File: src/rtl/bcd_sched_pkg.sv
// rtl/bcd_sched_pkg.sv - shared types, digit geometry and the double-dabble correction step
package bcd_sched_pkg;

  typedef enum logic [1:0] {
    IDLE  = 2'd0,
    SHIFT = 2'd1,
    DONE  = 2'd2
  } state_t;

  localparam int DIG_W = 4;
  localparam int NDIG  = 3;

  function automatic logic [DIG_W-1:0] add3_if_ge5(input logic [DIG_W-1:0] d);
    return (d >= 4'd5) ? d + 4'd3 : d;
  endfunction

endpackage

File: src/rtl/bcd_conv_sched_if.sv
// rtl/bcd_conv_sched_if.sv - request/result bundle between requesters and the BCD scheduler
interface bcd_conv_sched_if #(
  parameter int NCH = 4,
  parameter int W   = 8
);
  localparam int CW = $clog2(NCH);

  logic [NCH-1:0]    req;
  logic [NCH*W-1:0]  bin_flat;
  logic [NCH-1:0]    ack;
  logic [NCH*12-1:0] bcd_flat;
  logic              valid;
  logic [CW-1:0]     ch_id;
  logic              busy;

  modport master (output req, bin_flat, input ack, bcd_flat, valid, ch_id, busy);
  modport slave  (input req, bin_flat, output ack, bcd_flat, valid, ch_id, busy);
endinterface

File: src/rtl/bcd_shift_core.sv
// rtl/bcd_shift_core.sv - serial double-dabble datapath: binary shift register plus three BCD digits
module bcd_shift_core
  import bcd_sched_pkg::*;
#(
  parameter int W = 8
) (
  input  logic             clk,
  input  logic             rst,
  input  logic             load,
  input  logic             step,
  input  logic [W-1:0]     load_val,
  output logic [DIG_W-1:0] hundreds,
  output logic [DIG_W-1:0] tens,
  output logic [DIG_W-1:0] ones
);
  logic [W-1:0]     bin_q, bin_d;
  logic [DIG_W-1:0] hun_q, hun_d, ten_q, ten_d, one_q, one_d;
  logic [DIG_W-1:0] hun_a, ten_a, one_a;

  always_comb begin
    hun_a = add3_if_ge5(hun_q);
    ten_a = add3_if_ge5(ten_q);
    one_a = add3_if_ge5(one_q);
    bin_d = bin_q;
    hun_d = hun_q;
    ten_d = ten_q;
    one_d = one_q;
    if (load) begin
      bin_d = load_val;
      hun_d = '0;
      ten_d = '0;
      one_d = '0;
    end else if (step) begin
      // hundreds MSB is dropped: W<=8 never reaches it
      {hun_d, ten_d, one_d, bin_d} = {hun_a[DIG_W-2:0], ten_a, one_a, bin_q, 1'b0};
    end
  end

  always_ff @(posedge clk or posedge rst) begin
    if (rst) begin
      bin_q <= '0;
      hun_q <= '0;
      ten_q <= '0;
      one_q <= '0;
    end else begin
      bin_q <= bin_d;
      hun_q <= hun_d;
      ten_q <= ten_d;
      one_q <= one_d;
    end
  end

  assign hundreds = hun_q;
  assign tens     = ten_q;
  assign ones     = one_q;
endmodule

File: src/rtl/bcd_conv_sched.sv
// rtl/bcd_conv_sched.sv - round-robin scheduler sharing one serial binary-to-BCD engine among NCH channels
// Optional BCD_SKIP_SAME_EN: re-grants of an unchanged value skip the shift phase.
module bcd_conv_sched
  import bcd_sched_pkg::*;
#(
  parameter int NCH = 4,
  parameter int W   = 8
) (
  input  logic            clk,
  input  logic            rst,
  bcd_conv_sched_if.slave bus
);
  localparam int CW    = $clog2(NCH);
  localparam int CNT_W = $clog2(W);
  localparam int RW    = NDIG * DIG_W;

  state_t           state_q, state_d;
  logic [CW-1:0]    ptr_q, ptr_d, ch_q, ch_d, gnt_idx, cand;
  logic [CNT_W-1:0] cnt_q, cnt_d;
  logic [NCH*RW-1:0] bcd_q, bcd_d;
  logic             gnt_found, load, step;
  logic [W-1:0]     gnt_bin;
  logic [DIG_W-1:0] hundreds, tens, ones;
`ifdef BCD_SKIP_SAME_EN
  logic [NCH*W-1:0] last_q, last_d;
  logic [NCH-1:0]   seen_q, seen_d;
  logic [W-1:0]     cur_q, cur_d;
  logic             skip_q, skip_d;
`endif

  // first requester at or above the pointer, wrapping
  always_comb begin
    gnt_found = 1'b0;
    gnt_idx   = '0;
    cand      = '0;
    for (int i = 0; i < NCH; i++) begin
      cand = CW'((int'(ptr_q) + i) % NCH);
      if (!gnt_found && bus.req[cand]) begin
        gnt_found = 1'b1;
        gnt_idx   = cand;
      end
    end
  end

  assign gnt_bin = bus.bin_flat[int'(gnt_idx)*W +: W];

  always_comb begin
    state_d = state_q;
    ptr_d   = ptr_q;
    ch_d    = ch_q;
    cnt_d   = cnt_q;
    bcd_d   = bcd_q;
    load    = 1'b0;
    step    = 1'b0;
`ifdef BCD_SKIP_SAME_EN
    last_d  = last_q;
    seen_d  = seen_q;
    cur_d   = cur_q;
    skip_d  = skip_q;
`endif
    case (state_q)
      IDLE: begin
        if (gnt_found) begin
          ch_d    = gnt_idx;
          cnt_d   = CNT_W'(W - 1);
          load    = 1'b1;
          state_d = SHIFT;
`ifdef BCD_SKIP_SAME_EN
          cur_d  = gnt_bin;
          skip_d = 1'b0;
          if (seen_q[gnt_idx] && gnt_bin == last_q[int'(gnt_idx)*W +: W]) begin
            load    = 1'b0;
            skip_d  = 1'b1;
            state_d = DONE;
          end
`endif
        end
      end
      SHIFT: begin
        step = 1'b1;
        if (cnt_q == '0) state_d = DONE;
        else             cnt_d   = cnt_q - 1'b1;
      end
      DONE: begin
`ifdef BCD_SKIP_SAME_EN
        // a skipped grant leaves the slot as it already is
        if (!skip_q) begin
          bcd_d[int'(ch_q)*RW +: RW] = {hundreds, tens, ones};
          last_d[int'(ch_q)*W +: W]  = cur_q;
          seen_d[ch_q]               = 1'b1;
        end
`else
        bcd_d[int'(ch_q)*RW +: RW] = {hundreds, tens, ones};
`endif
        ptr_d   = (ch_q == CW'(NCH - 1)) ? '0 : ch_q + 1'b1;
        state_d = IDLE;
      end
      default: state_d = IDLE;
    endcase
  end

  always_ff @(posedge clk or posedge rst) begin
    if (rst) begin
      state_q <= IDLE;
      ptr_q   <= '0;
      ch_q    <= '0;
      cnt_q   <= '0;
      bcd_q   <= '0;
`ifdef BCD_SKIP_SAME_EN
      last_q  <= '0;
      seen_q  <= '0;
      cur_q   <= '0;
      skip_q  <= 1'b0;
`endif
    end else begin
      state_q <= state_d;
      ptr_q   <= ptr_d;
      ch_q    <= ch_d;
      cnt_q   <= cnt_d;
      bcd_q   <= bcd_d;
`ifdef BCD_SKIP_SAME_EN
      last_q  <= last_d;
      seen_q  <= seen_d;
      cur_q   <= cur_d;
      skip_q  <= skip_d;
`endif
    end
  end

  bcd_shift_core #(.W(W)) u_core (
    .clk      (clk),
    .rst      (rst),
    .load     (load),
    .step     (step),
    .load_val (gnt_bin),
    .hundreds (hundreds),
    .tens     (tens),
    .ones     (ones)
  );

  assign bus.ack      = (state_q == DONE) ? (NCH'(1) << ch_q) : '0;
  assign bus.valid    = (state_q == DONE);
  assign bus.busy     = (state_q != IDLE);
  assign bus.ch_id    = ch_q;
  assign bus.bcd_flat = bcd_q;
endmodule

File: src/flat_wrapper.sv
// flat-port wrapper written by rule: the top's interface ports become plain ports
module bcd_conv_sched_flat import bcd_sched_pkg::*;
#(
  parameter int NCH = 4,
  parameter int W   = 8
)
  (clk, rst, bus_req, bus_bin_flat, bus_ack, bus_bcd_flat, bus_valid, bus_ch_id, bus_busy);
  bcd_conv_sched_if #(.NCH(NCH), .W(W)) bus_i ();
  input  logic clk;
  input  logic rst;
  input wire logic [$bits(bus_i.req)-1:0] bus_req;
  input wire logic [$bits(bus_i.bin_flat)-1:0] bus_bin_flat;
  output wire logic [$bits(bus_i.ack)-1:0] bus_ack;
  output wire logic [$bits(bus_i.bcd_flat)-1:0] bus_bcd_flat;
  output wire logic [$bits(bus_i.valid)-1:0] bus_valid;
  output wire logic [$bits(bus_i.ch_id)-1:0] bus_ch_id;
  output wire logic [$bits(bus_i.busy)-1:0] bus_busy;
  assign bus_i.req = bus_req;
  assign bus_i.bin_flat = bus_bin_flat;
  assign bus_ack = bus_i.ack;
  assign bus_bcd_flat = bus_i.bcd_flat;
  assign bus_valid = bus_i.valid;
  assign bus_ch_id = bus_i.ch_id;
  assign bus_busy = bus_i.busy;
  bcd_conv_sched #(.NCH(NCH), .W(W)) u_core (.clk(clk), .rst(rst), .bus(bus_i));
endmodule
File: config.mk
export PLATFORM = sky130hd
export DESIGN_NAME = bcd_conv_sched_flat
export DESIGN_NICKNAME = d
export VERILOG_FILES = /design/src/rtl/bcd_sched_pkg.sv /design/src/rtl/bcd_conv_sched_if.sv /design/src/rtl/bcd_shift_core.sv /design/src/rtl/bcd_conv_sched.sv /design/src/flat_wrapper.sv
export SDC_FILE = /design/constraint.sdc
export NUM_CORES = 1
export LEC_CHECK = 0
export BUFFER_PORTS_ARGS = -buffer_cell sky130_fd_sc_hd__buf_2
export CORE_UTILIZATION = 55
export DETAILED_ROUTE_END_ITERATION = 16
export HOLD_SLACK_MARGIN = 0.08
export PLACE_DENSITY = 0.92
export SLEW_MARGIN = 0
export SYNTH_ARGS = -nofsm -noshare
export SYNTH_HDL_FRONTEND = slang
export SYNTH_SLANG_ARGS = --single-unit
File: constraint.sdc
create_clock -name clk -period 7.4 [get_ports clk]
set_input_delay 1.48 -clock clk [delete_from_list [all_inputs] [get_ports clk]]
set_output_delay 1.48 -clock clk [all_outputs]
set_load 0.02 [all_outputs]
==> results.tsv, run 1 <==
stage	metric	value	unit
synthesis	post-synthesis instance total	398	
place	Post-Place Cell Area	4479	µm²
timing	worst slew pin tran	1163	ps
place	port bufs	93	
critical_path	Worst path max stage delay	510	ps
power	Max IR drop VDD	0.0002392	V
critical_path	WS Path Type	flip-flop to primary output	
die	starting density of the core	58.06	%
die	die height	87.39	µm
timing	Final Hold Fails	0	
critical_path	critical path peak fanout	13	
timing	final count of pins violating max slew	0	
job	max-cap violation count	0	
global_routing	largest net degree at the start of global routing	78	
critical_path	FF-to-FF path depth	7	
critical_path	Critical Path AT	2190	ps
final_layout	diodes inserted	0	
routing	Remaining DRCs	0	
critical_path	Buf/Inv on CP	2	
die	DIE AREA	7636	µm²
critical_path	Setup crit end kind	primary output	
place	routability cong.	0.8347	
routing	TritonRoute pass-1 iters	5	
clock_tree	hold_buf cts	0	
clock_tree	CTS clk-pin slew, worst paths	70	ps
final_layout	nets	531	
timing	Sum Neg Setup Slack	0	ps
routing	vias	3442	
synthesis	Synth async-reset ratio	100.0	%
routing	antenna-violating nets left	0	
critical_path	WP depth	4	
power	static leakage	0.002476	µW
synthesis	Synth Area per Inst	10.08	µm²
routing	Via density	5.945	
critical_path	Worst setup SP type	flip-flop	
synthesis	Seq/Total Area, Yosys	48.05	%
routing	final WL	9586	µm
clock_tree	Num Clock Sinks	77	
global_routing	gr ovfl total	0	
timing	relative slew slack	21.83	%
critical_path	critical path's top delay family	simple AND/OR/NAND/NOR gates	
synthesis	Mapped Nets	451	
synthesis	synthesized cell area	4010	µm²
synthesis	Synth Flop Type	dfrtp_1	
hold_path	Hold Crit Class	flip-flop to flip-flop	
timing	Clock Skew	9.289	ps
clock_tree	Clock Path Buffers	2	
critical_path	crit-path cells	nor2b_1, nand2_1, inv_1, buf_2	
clock_tree	Root Buffer	clkbuf_8	
synthesis	count leader, synth	dfrtp_1	
timing	Final Setup Violations	0	
timing	RSZ-0062 raised after global routing	false	
synthesis	Area contributors post-synth	dfrtp_1 (48%), a22o_1 (7.2%), mux2i_1 (5.5%)	
clock_tree	TritonCTS clock tree	done	
power	power per cell area	346.9	nW/µm²
synthesis	Syn. warnings	0	
clock_tree	setup bufs post-CTS	0	
global_routing	vias in the first global route	3285	
final_layout	Layout area overhead	16.10	%
synthesis	Unique masters post-synth	45	
outcome	status	finished, final reports clean	
global_routing	Total GRT Usage	26.35	%
routing	DR iter-0 viols	358	
hold_path	WHS Path Cells	1	
synthesis	cell taking the most area after synthesis	dfrtp_1	
clock_tree	worst-skew pair later-pin latency	360	ps
critical_path	WP data required	5920	ps
timing	worst hold slack	475.0	ps
die	die width	87.39	µm
timing	Peak Freq	272.8	MHz
synthesis	EDFF count, synth	0	
clock_tree	post-CTS sizing	0	
timing	fin crit period	3666	ps
critical_path	Max stage delay cell, worst path	nor2b_1	
routing	Wirelength per Cell	16.56	µm
die	Std-Cell Core Area	6907	µm²
final_layout	design area	4656	µm²
synthesis	Commonest cells post-synth	dfrtp_1 (77), nand2_1 (45), a22o_1 (33)	
global_routing	initial antenna violation count	0	
synthesis	number of synthesized register bits	77	
timing	post-route clock period utilization	49.54	%
clock_tree	TritonCTS buffer count	9	
die	Site Rows	30	
place	HPWL after detailed placement	6914	µm
global_routing	global-route wire length before repair	15340	µm
final_layout	share of cells above drive strength 1	26.09	%
clock_tree	H-tree Lvls	3	
die	# IOs	94	
synthesis	post-synth top area share	48.05	%
## per-layer routing
metal  wire length, µm  part of all wire (%)  vias up  global-route usage [%]
li1                  -                     -     1592                       -
met1              3948                    41     1649                   32.41
met2              4819                    50      175                   45.88
met3               592                   6.2       26                   4.076
met4               225                   2.3        0                   11.33
met5                 0                     0        -                       0
## layout make-up
class / instances / area (µm²)
Multi-Input combinational cell: 270 / 1858
Clock buffer: 10 / 137.6
Timing Repair Buffer: 95 / 480.5
Inverter: 25 / 93.84
Sequential cell: 77 / 1927
Clock inverter: 6 / 38.79
Tap cell: 96 / 120.1
Fill cell: 545 / 2251
## layout by cell type (no fill, tap or decap), types with 2 or more instances in the layout
cell type,instances
o32ai_1,3
buf_4,2
nor3_1,4
ha_1,15
a32o_1,6
o21ai_0,21
nand3_1,9
dfrtp_1,77
clkinvlp_4,2
clkinv_2,3
inv_1,23
nor4_2,2
nand2_2,3
a21oi_1,20
nand2_1,45
buf_2,93
inv_2,2
o221ai_1,8
nand2b_1,9
a22o_1,33
mux2_2,3
mux2i_1,22
clkbuf_8,10
nor2b_1,3
xnor2_1,4
o31ai_1,8
nor2_1,24
nand4_1,3
a222oi_1,4
and3_1,7
## sequential cells by signal, summed over array words and instances, names as in the netlist
register / flops
u_core.bus.bcd_flat: 48
u_core.u_core.bin_q: 8
u_core.u_core.hundreds: 4
u_core.u_core.ones: 4
u_core.u_core.tens: 4
u_core.cnt_q: 3
u_core.bus.ch_id: 2
u_core.ptr_q: 2
u_core.state_q: 2
## worst reg2reg max path: stages (launching register included)
cell	delay [ps]
dfrtp_1	470
inv_1	140
ha_1	560
inv_1	320
nand2_1	120
nor4_2	950
a222oi_1	230
inv_1	110
## power breakdown
group | switching (µW) | leakage [µW] | total (µW) | internal (µW)
Combinational | 462 | 0.00135 | 720 | 257
Sequential | 105 | 0.00104 | 612 | 507
Clock | 154 | 0.0000880 | 283 | 129
Total | 722 | 0.00248 | 1620 | 893
## final timing paths
kind,endpoint,from,slack (ps)
setup reg to reg,u_core.bus.bcd_flat[36],u_core.bus.ch_id[1],4440
hold reg to reg,u_core.cnt_q[0],u_core.cnt_q[0],470
setup / recovery,bus_ack[2],u_core.state_q[0],3730
max in group asynchronous,u_core.state_q[0],rst,5390
min in group asynchronous,u_core.bus.bcd_flat[41],rst,1420
hold / removal,u_core.cnt_q[0],u_core.cnt_q[0],470
## per-stage QoR
step	power, µW	utilization [%]	cells	setup slack, ps
after floorplan	1161	-	398	3953
after global placement	1284	64.86	563	4269
after detailed placement	1325	64.86	563	4143
after CTS	1609	67.41	579	3759
after global routing	1716	67.41	579	3590
final	1615	67.41	579	3734
## logic make-up after synthesis
| group | count (synthesis) | share of synthesized area, % |
|---|---|---|
| mux | 25 | 6.334 |
| buf+inv | 51 | 5.616 |
| xor+xnor | 5 | 1.092 |
| fa+ha+maj | 15 | 4.680 |
| compound gates | 110 | 20.19 |
| flops | 77 | 48.05 |
| simple gates | 115 | 14.04 |
No activity file was read; power rests on OpenSTA's default activity.
==> run 2: changes to the inputs <==
--- a/config.mk
+++ b/config.mk
@@ -5,11 +5,12 @@
 export SDC_FILE = /design/constraint.sdc
 export NUM_CORES = 1
 export LEC_CHECK = 0
+export ABC_AREA = 1
 export BUFFER_PORTS_ARGS = -buffer_cell sky130_fd_sc_hd__buf_2
 export CORE_UTILIZATION = 55
 export DETAILED_ROUTE_END_ITERATION = 16
 export HOLD_SLACK_MARGIN = 0.08
-export PLACE_DENSITY = 0.92
+export PLACE_DENSITY = 0.91
 export SLEW_MARGIN = 0
 export SYNTH_ARGS = -nofsm -noshare
 export SYNTH_HDL_FRONTEND = slang
==> constraint.sdc (replaced) <==
create_clock -name clk -period 3.5 [get_ports clk]
set_input_delay 0.7 -clock clk [delete_from_list [all_inputs] [get_ports clk]]
set_output_delay 0.7 -clock clk [all_outputs]
set_load 0.02 [all_outputs]
==> run 2 against run 1 <==
  * Sequential power is 120% higher
  * Critical path depth is 2 higher
  * Hold slack better by 7.3 ps
  * Clock skew is 3.5 ps lower
  * Final area is 13% higher
  * Setup slack worse by 3200 ps
  * Count of clock-buffer cells in the layout is 2 higher
  * Sequential share of layout area is 4.8 points lower
  * Power grew to 3.1 times the previous value
  * Critical endpoint is now u_core.bus.bcd_flat[13]
==> results.tsv, run 2 <==
stage	metric	value	unit	change
critical_path	WP data required	3780	ps	-2140 ps
critical_path	Max stage delay cell, worst path	xnor2_1		
routing	antenna-violating nets left	0		unchanged
outcome	status	finished, final reports clean		
final_layout	share of cells above drive strength 1	19.71	%	-6.4 points
synthesis	Syn. warnings	0		unchanged
place	routability cong.	0.9210		+10%
place	HPWL after detailed placement	8620	µm	+25%
clock_tree	Num Clock Sinks	77		unchanged
power	Max IR drop VDD	0.0004426	V	+85%
clock_tree	hold_buf cts	0		unchanged
clock_tree	TritonCTS clock tree	done		
timing	Final Hold Fails	0		unchanged
global_routing	global-route wire length before repair	19690	µm	+28%
final_layout	most frequent cells in the layout	nand2_1 (165), buf_2 (93), inv_1 (79), o21ai_0 (77), dfrtp_1 (77)		
final_layout	diodes inserted	0		unchanged
critical_path	Worst path max stage delay	780	ps	+270 ps
routing	Wirelength per Cell	15.06	µm	-9.1%
global_routing	initial antenna violation count	0		unchanged
synthesis	number of synthesized register bits	77		unchanged
clock_tree	H-tree Lvls	3		unchanged
timing	Clock Skew	5.758	ps	-3.531 ps
clock_tree	post-CTS sizing	0		unchanged
global_routing	Total GRT Usage	29.27	%	+2.9 points
die	# IOs	94		unchanged
timing	fin crit period	3000	ps	
clock_tree	TritonCTS buffer count	9		unchanged
timing	Peak Freq	333.3	MHz	
die	die height	92.76	µm	+6.2%
hold_path	Hold Crit Class	flip-flop to flip-flop		
routing	Remaining DRCs	0		unchanged
global_routing	gr ovfl total	0		unchanged
synthesis	count leader, synth	nand2_1		
routing	Via density	5.718		-3.8%
timing	Final Setup Violations	0		unchanged
clock_tree	Clock Path Buffers	2		unchanged
synthesis	Synth Flop Type	dfrtp_1		
synthesis	post-synthesis instance total	599		+51%
place	port bufs	93		unchanged
critical_path	crit-path cells	inv_1, ha_1, xnor2_1, clkinv_1, or2_2, o21ai_0		
final_layout	commonest non-fill, non-tap cell in the layout	nand2_1		
final_layout	nets	738		+39%
global_routing	largest net degree at the start of global routing	41		-47%
synthesis	Unique masters post-synth	43		-4.4%
die	DIE AREA	8604	µm²	+13%
critical_path	Setup crit end kind	flip-flop		
clock_tree	Root Buffer	clkbuf_8		
synthesis	Area contributors post-synth	dfrtp_1 (43%), nand2_1 (14%), o21ai_0 (8.5%)		
synthesis	synthesized cell area	4531	µm²	+13%
routing	final WL	11920	µm	+24%
critical_path	Critical Path AT	3280	ps	+1090 ps
final_layout	multi-input logic area	2168	µm²	+17%
critical_path	Worst setup SP type	flip-flop		
routing	DR iter-0 viols	376		+5.0%
final_layout	Layout area overhead	16.29	%	
die	starting density of the core	57.73	%	-0.33 points
clock_tree	worst-skew pair later-pin latency	360	ps	about the same
place	DP Worst Slack	643.4	ps	-3500 ps
timing	relative slew slack	42.74	%	+21 points
routing	vias	4529		+32%
synthesis	post-synth top area share	42.53	%	-5.5 points
timing	Setup WS post-layout	500.0	ps	-3234 ps
synthesis	Seq/Total Area, Yosys	42.53	%	-5.5 points
global_routing	vias in the first global route	4207		+28%
critical_path	WS Path Type	flip-flop to flip-flop		
clock_tree	setup bufs post-CTS	0		unchanged
timing	worst slew pin tran	852.8	ps	-310.1 ps
synthesis	Synth async-reset ratio	100.0	%	unchanged
die	Std-Cell Core Area	7848	µm²	+14%
final_layout	Largest register FFs	48		unchanged
final_layout	storage element area	1927	µm²	unchanged
timing	Sum Neg Setup Slack	0	ps	unchanged
synthesis	EDFF count, synth	0		unchanged
synthesis	cell taking the most area after synthesis	dfrtp_1		
final_layout	Layout fillers	654		+20%
synthesis	Synth Area per Inst	7.564	µm²	-25%
die	Site Rows	32		+6.7%
synthesis	Mapped Nets	652		+45%
critical_path	critical path peak fanout	17		+4
power	static leakage	0.002849	µW	+15%
timing	final count of pins violating max slew	0		unchanged
timing	post-route clock period utilization	85.71	%	
power	power per cell area	950.7	nW/µm²	+170%
clock_tree	CTS clk-pin slew, worst paths	80	ps	about the same
timing	RSZ-0062 raised after global routing	false		
job	max-cap violation count	0		unchanged
synthesis	Commonest cells post-synth	nand2_1 (165), inv_1 (80), dfrtp_1 (77), o21ai_0 (77), nand3_1 (32)		
power	Pwr Total	5009	µW	+210%
routing	TritonRoute pass-1 iters	6		+1
die	die width	92.76	µm	+6.2%
critical_path	r2r setup slk	500	ps	-3940 ps
[run 2: through the flow]
step	hold slack (ps)	instances	utilization [%]	area, µm²
2_1_floorplan	454.8	599	-	4531
3_3_place_gp	462.5	776	64.27	5044
3_5_place_dp	468.7	776	64.27	5044
4_1_cts	487.3	792	67.14	5269
5_1_grt	496.7	792	67.14	5269
6_report	482.3	792	67.14	5269
[run 2: kinds of logic (layout without fill, tap and decap cells)]
| group | count (synthesis) | count (layout) | share of synthesized area, % |
|---|---|---|---|
| AO/OA/AOI/OAI | 144 | 144 | 18.34 |
| XOR/XNOR | 3 | 3 | 0.5801 |
| adder cells (fa/ha/maj) | 15 | 15 | 4.143 |
| buffers and inverters | 105 | 196 | 9.610 |
| flip-flops | 77 | 77 | 42.53 |
| AND/OR/NAND/NOR | 255 | 255 | 24.80 |
[run 2: power by group]
group	switching (µW)	total, µW	internal, µW
Combinational	2020	2900	879
Sequential	216	1340	1130
Clock	327	766	438
Total	2570	5010	2440
[run 2: layout make-up]
type | instances | area share [%]
Clock buffer | 12 | 2.945
Clock inverter | 4 | 1.330
Inverter | 84 | 6.079
Multi-Input combinational cell | 417 | 41.15
Sequential cell | 77 | 36.57
Tap cell | 102 | 2.422
Timing Repair Buffer | 96 | 9.499
[run 2: worst max-delay path: cells and delay by family, from the launching register on]
family | cells | cell delay [ps]
xor gates and xnor gates | 1 | 780
buffers and inverters | 2 | 710
adders and majority gates | 1 | 490
and+or+nand+nor | 1 | 420
DFF | 1 | 350
AOI/OAI and AO/OA | 1 | 160
[run 2: final timing paths]
| check | to | start | cells past startpoint |
|---|---|---|---|
| worst max-delay path | u_core.bus.bcd_flat[13] | u_core.bus.ch_id[0] | 6 |
| max in group asynchronous | u_core.u_core.hundreds[3] | rst | 3 |
| worst min-delay path | u_core.bus.bcd_flat[5] | u_core.bus.bcd_flat[5] | 2 |
| worst max register to register | u_core.bus.bcd_flat[13] | u_core.bus.ch_id[0] | 6 |
| worst min register to register | u_core.bus.bcd_flat[5] | u_core.bus.bcd_flat[5] | 2 |
| min in group asynchronous | u_core.bus.bcd_flat[35] | rst | 2 |
[run 2: routing by layer]
layer,up-vias,global-route usage [%],routed length (µm)
li1,2143,-,-
met1,2132,36.29,4910
met2,217,48.84,5847
met3,37,5.665,743
met4,0,14.10,422
met5,-,0,0
==> run 3: changes to the inputs <==
--- a/config.mk
+++ b/config.mk
@@ -14,4 +14,5 @@
 export SLEW_MARGIN = 0
 export SYNTH_ARGS = -nofsm -noshare
 export SYNTH_HDL_FRONTEND = slang
+export SYNTH_HIERARCHICAL = 1
 export SYNTH_SLANG_ARGS = --single-unit
==> run 3 against run 2 <==
  * Final area up 4.3%
  * Critical path depth did not move
  * Register-to-register slack improved by 200 ps
  * Sequential share of layout area fell by 1.5 points
  * Critical path type is now flip-flop to primary output
  * Final cell count is 6.3% higher
  * Maximum frequency decreased by 0.79%
  * Largest power group unchanged
  * Die area is 6.0% higher
==> results.tsv, run 3 <==
stage	metric	value	unit	change
outcome	status	finished, final reports clean		
clock_tree	H-tree Lvls	3		unchanged
synthesis	Seq/Total Area, Yosys	40.08	%	-2.4 points
critical_path	critical path peak fanout	20		+3
critical_path	Setup crit end kind	primary output		
synthesis	Synth Flop Type	dfrtp_1		
synthesis	Unique masters post-synth	42		-2.3%
global_routing	largest net degree at the start of global routing	39		-4.9%
synthesis	Mapped Nets	704		+8.0%
timing	fin crit period	3024	ps	+23.98 ps
die	Site Rows	33		+3.1%
synthesis	cell taking the most area after synthesis	dfrtp_1		
final_layout	share of cells above drive strength 1	20.22	%	+0.51 points
routing	final WL	12470	µm	+4.6%
clock_tree	TritonCTS buffer count	9		unchanged
clock_tree	setup bufs post-CTS	0		unchanged
clock_tree	post-CTS sizing	0		unchanged
global_routing	gr ovfl total	0		unchanged
synthesis	Syn. warnings	6		+6
die	Std-Cell Core Area	8341	µm²	+6.3%
die	die height	95.49	µm	+2.9%
timing	RSZ-0062 raised after global routing	false		
synthesis	Synth async-reset ratio	100.0	%	unchanged
die	die width	95.49	µm	+2.9%
timing	worst hold slack	474.7	ps	-7.653 ps
routing	DR iter-0 viols	401		+6.6%
timing	Sum Neg Setup Slack	0	ps	unchanged
place	HPWL after detailed placement	9280	µm	+7.7%
timing	Final Setup Violations	0		unchanged
final_layout	nets	787		+6.6%
synthesis	number of synthesized register bits	77		unchanged
routing	Wirelength per Cell	14.81	µm	-1.6%
routing	Via density	5.681		-0.66%
synthesis	synthesized cell area	4807	µm²	+6.1%
power	Clock power frac	14.2	%	-1.1 points
global_routing	global-route wire length before repair	20150	µm	+2.3%
synthesis	Commonest cells post-synth	nand2_1 (177), inv_1 (98), dfrtp_1 (77)		
critical_path	WP data required	2800	ps	-980 ps
die	DIE AREA	9118	µm²	+6.0%
place	port bufs	93		unchanged
routing	Remaining DRCs	0		unchanged
final_layout	storage element area	1927	µm²	unchanged
clock_tree	Num Clock Sinks	77		unchanged
power	P_sw	2639	µW	+2.9%
routing	vias	4783		+5.6%
final_layout	Layout fillers	700		+7.0%
power	part of the power in registers	25.9	%	-0.9 points
critical_path	Critical Path AT	2320	ps	-960 ps
clock_tree	Clock Path Buffers	2		unchanged
clock_tree	CTS clk-pin slew, worst paths	80	ps	about the same
die	starting density of the core	57.64	%	-0.097 points
global_routing	initial antenna violation count	0		unchanged
final_layout	diodes inserted	0		unchanged
final_layout	fin util	65.90	%	-1.2 points
clock_tree	worst-skew pair later-pin latency	350	ps	about the same
synthesis	count leader, synth	nand2_1		
synthesis	post-synthesis instance total	650		+8.5%
synthesis	EDFF count, synth	0		unchanged
routing	antenna-violating nets left	0		unchanged
timing	final count of pins violating max slew	0		unchanged
timing	Final Hold Fails	0		unchanged
final_layout	multi-input logic area	2332	µm²	+7.6%
hold_path	Hold Crit Class	flip-flop to flip-flop		
power	Net Sw Frac	52.16	%	+0.94 points
timing	worst slew pin tran	847.4	ps	-5.396 ps
timing	Clock Skew	10.26	ps	+4.500 ps
final_layout	most frequent cells in the layout	nand2_1 (177), inv_1 (97), buf_2 (93), dfrtp_1 (77), o21ai_0 (66)		
power	Logic pwr share	59.9	%	+2.0 points
critical_path	WS Path Type	flip-flop to primary output		
timing	post-route clock period utilization	86.40	%	+0.69 points
job	max-cap violation count	0		unchanged
synthesis	Synth Area per Inst	7.396	µm²	-2.2%
clock_tree	hold_buf cts	0		unchanged
global_routing	Total GRT Usage	28.46	%	-0.81 points
global_routing	vias in the first global route	4376		+4.0%
timing	Peak Freq	330.7	MHz	-0.79%
place	Post-Place Cell Area	5284	µm²	+4.8%
die	# IOs	94		unchanged
clock_tree	Root Buffer	clkbuf_8		
synthesis	post-synth top area share	40.08	%	-2.4 points
clock_tree	TritonCTS clock tree	done		
final_layout	Layout area overhead	14.34	%	
final_layout	Largest register FFs	48		unchanged
synthesis	Area contributors post-synth	dfrtp_1 (40%), nand2_1 (14%), inv_1 (7.7%)		
final_layout	design area	5497	µm²	+4.3%
timing	relative slew slack	43.42	%	+0.69 points
place	routability cong.	0.9723		+5.6%
power	power per cell area	920.6	nW/µm²	-3.2%
power	P_int	2421	µW	-0.91%
final_layout	commonest non-fill, non-tap cell in the layout	nand2_1		
routing	TritonRoute pass-1 iters	5		-1
critical_path	Worst setup SP type	flip-flop		
power	Max IR drop VDD	0.0004463	V	+0.82%
power	static leakage	0.003005	µW	+5.5%
==> run 3: logic make-up after synthesis <==
| family | share of synthesized area, % |
|---|---|
| flip-flops | 40.08 |
| AO/OA/AOI/OAI | 15.49 |
| adder cells (fa/ha/maj) | 4.164 |
| buffers and inverters | 11.40 |
| AND/OR/NAND/NOR | 28.87 |
==> run 3: power by group through the flow <==
stage / logic [µW] / registers, µW / clock network [µW]
3_5_place_dp: 2970 / 1320 / 0
6_report: 3030 / 1310 / 719
5_1_grt: 3380 / 1340 / 762
2_1_floorplan: 2330 / 1360 / 0
4_1_cts: 2980 / 1300 / 729
3_3_place_gp: 2870 / 1300 / 0
==> run 3: final timing paths <==
path | from | to | slack, ps | depth (start not counted)
min in group asynchronous | rst | u_core/u_core/bin_q[7] | 520 | 2
max in group asynchronous | rst | u_core/bus.bcd_flat[46] | 2170 | 3
min | u_core/cnt_q[0] | u_core/cnt_q[0] | 470 | 1
min reg2reg | u_core/cnt_q[0] | u_core/cnt_q[0] | 470 | 1
max | u_core/bus.ch_id[0] | bus_ack[0] | 480 | 6
max reg2reg | u_core/bus.ch_id[1] | u_core/bus.bcd_flat[46] | 700 | 8
==> run 3: metal layers <==
layer  track usage [%]  part of all wire (%)  routed length (µm)  up-vias
li1                  -                     -                   -     2280
met1             34.74                    41                5050     2210
met2             48.51                    50                6252      247
met3             4.944                   6.2                 769       46
met4             13.68                   3.2                 396        0
met5                 0                     0                   0        -
==> run 3: cell type report <==
| cell class | instances | share of cell area (%) |
|---|---|---|
| flip-flops and latches | 77 | 35.06 |
| inverters | 106 | 7.375 |
| multi-input cells | 443 | 42.43 |
| well taps | 105 | 2.390 |
| repair buffers | 96 | 8.878 |
| clock inverters | 6 | 1.616 |
| clock buffers | 9 | 2.254 |
==> run 3: through the flow <==
stage | instances | total power [µW] | setup WS (ps)
after detailed placement | 827 | 4287 | 717.8
after global placement | 827 | 4170 | 819.5
after floorplan | 650 | 3692 | 875.4
after CTS | 842 | 5016 | 490.9
final | 842 | 5060 | 476.1
after global routing | 842 | 5477 | 261.2
==> run 3: worst max-delay path, stage by stage, from the launching register on <==
cell	delay [ps]
dfrtp_1	380
inv_1	140
buf_4	250
ha_1	410
inv_1	100
nor2_1	420
buf_2	260
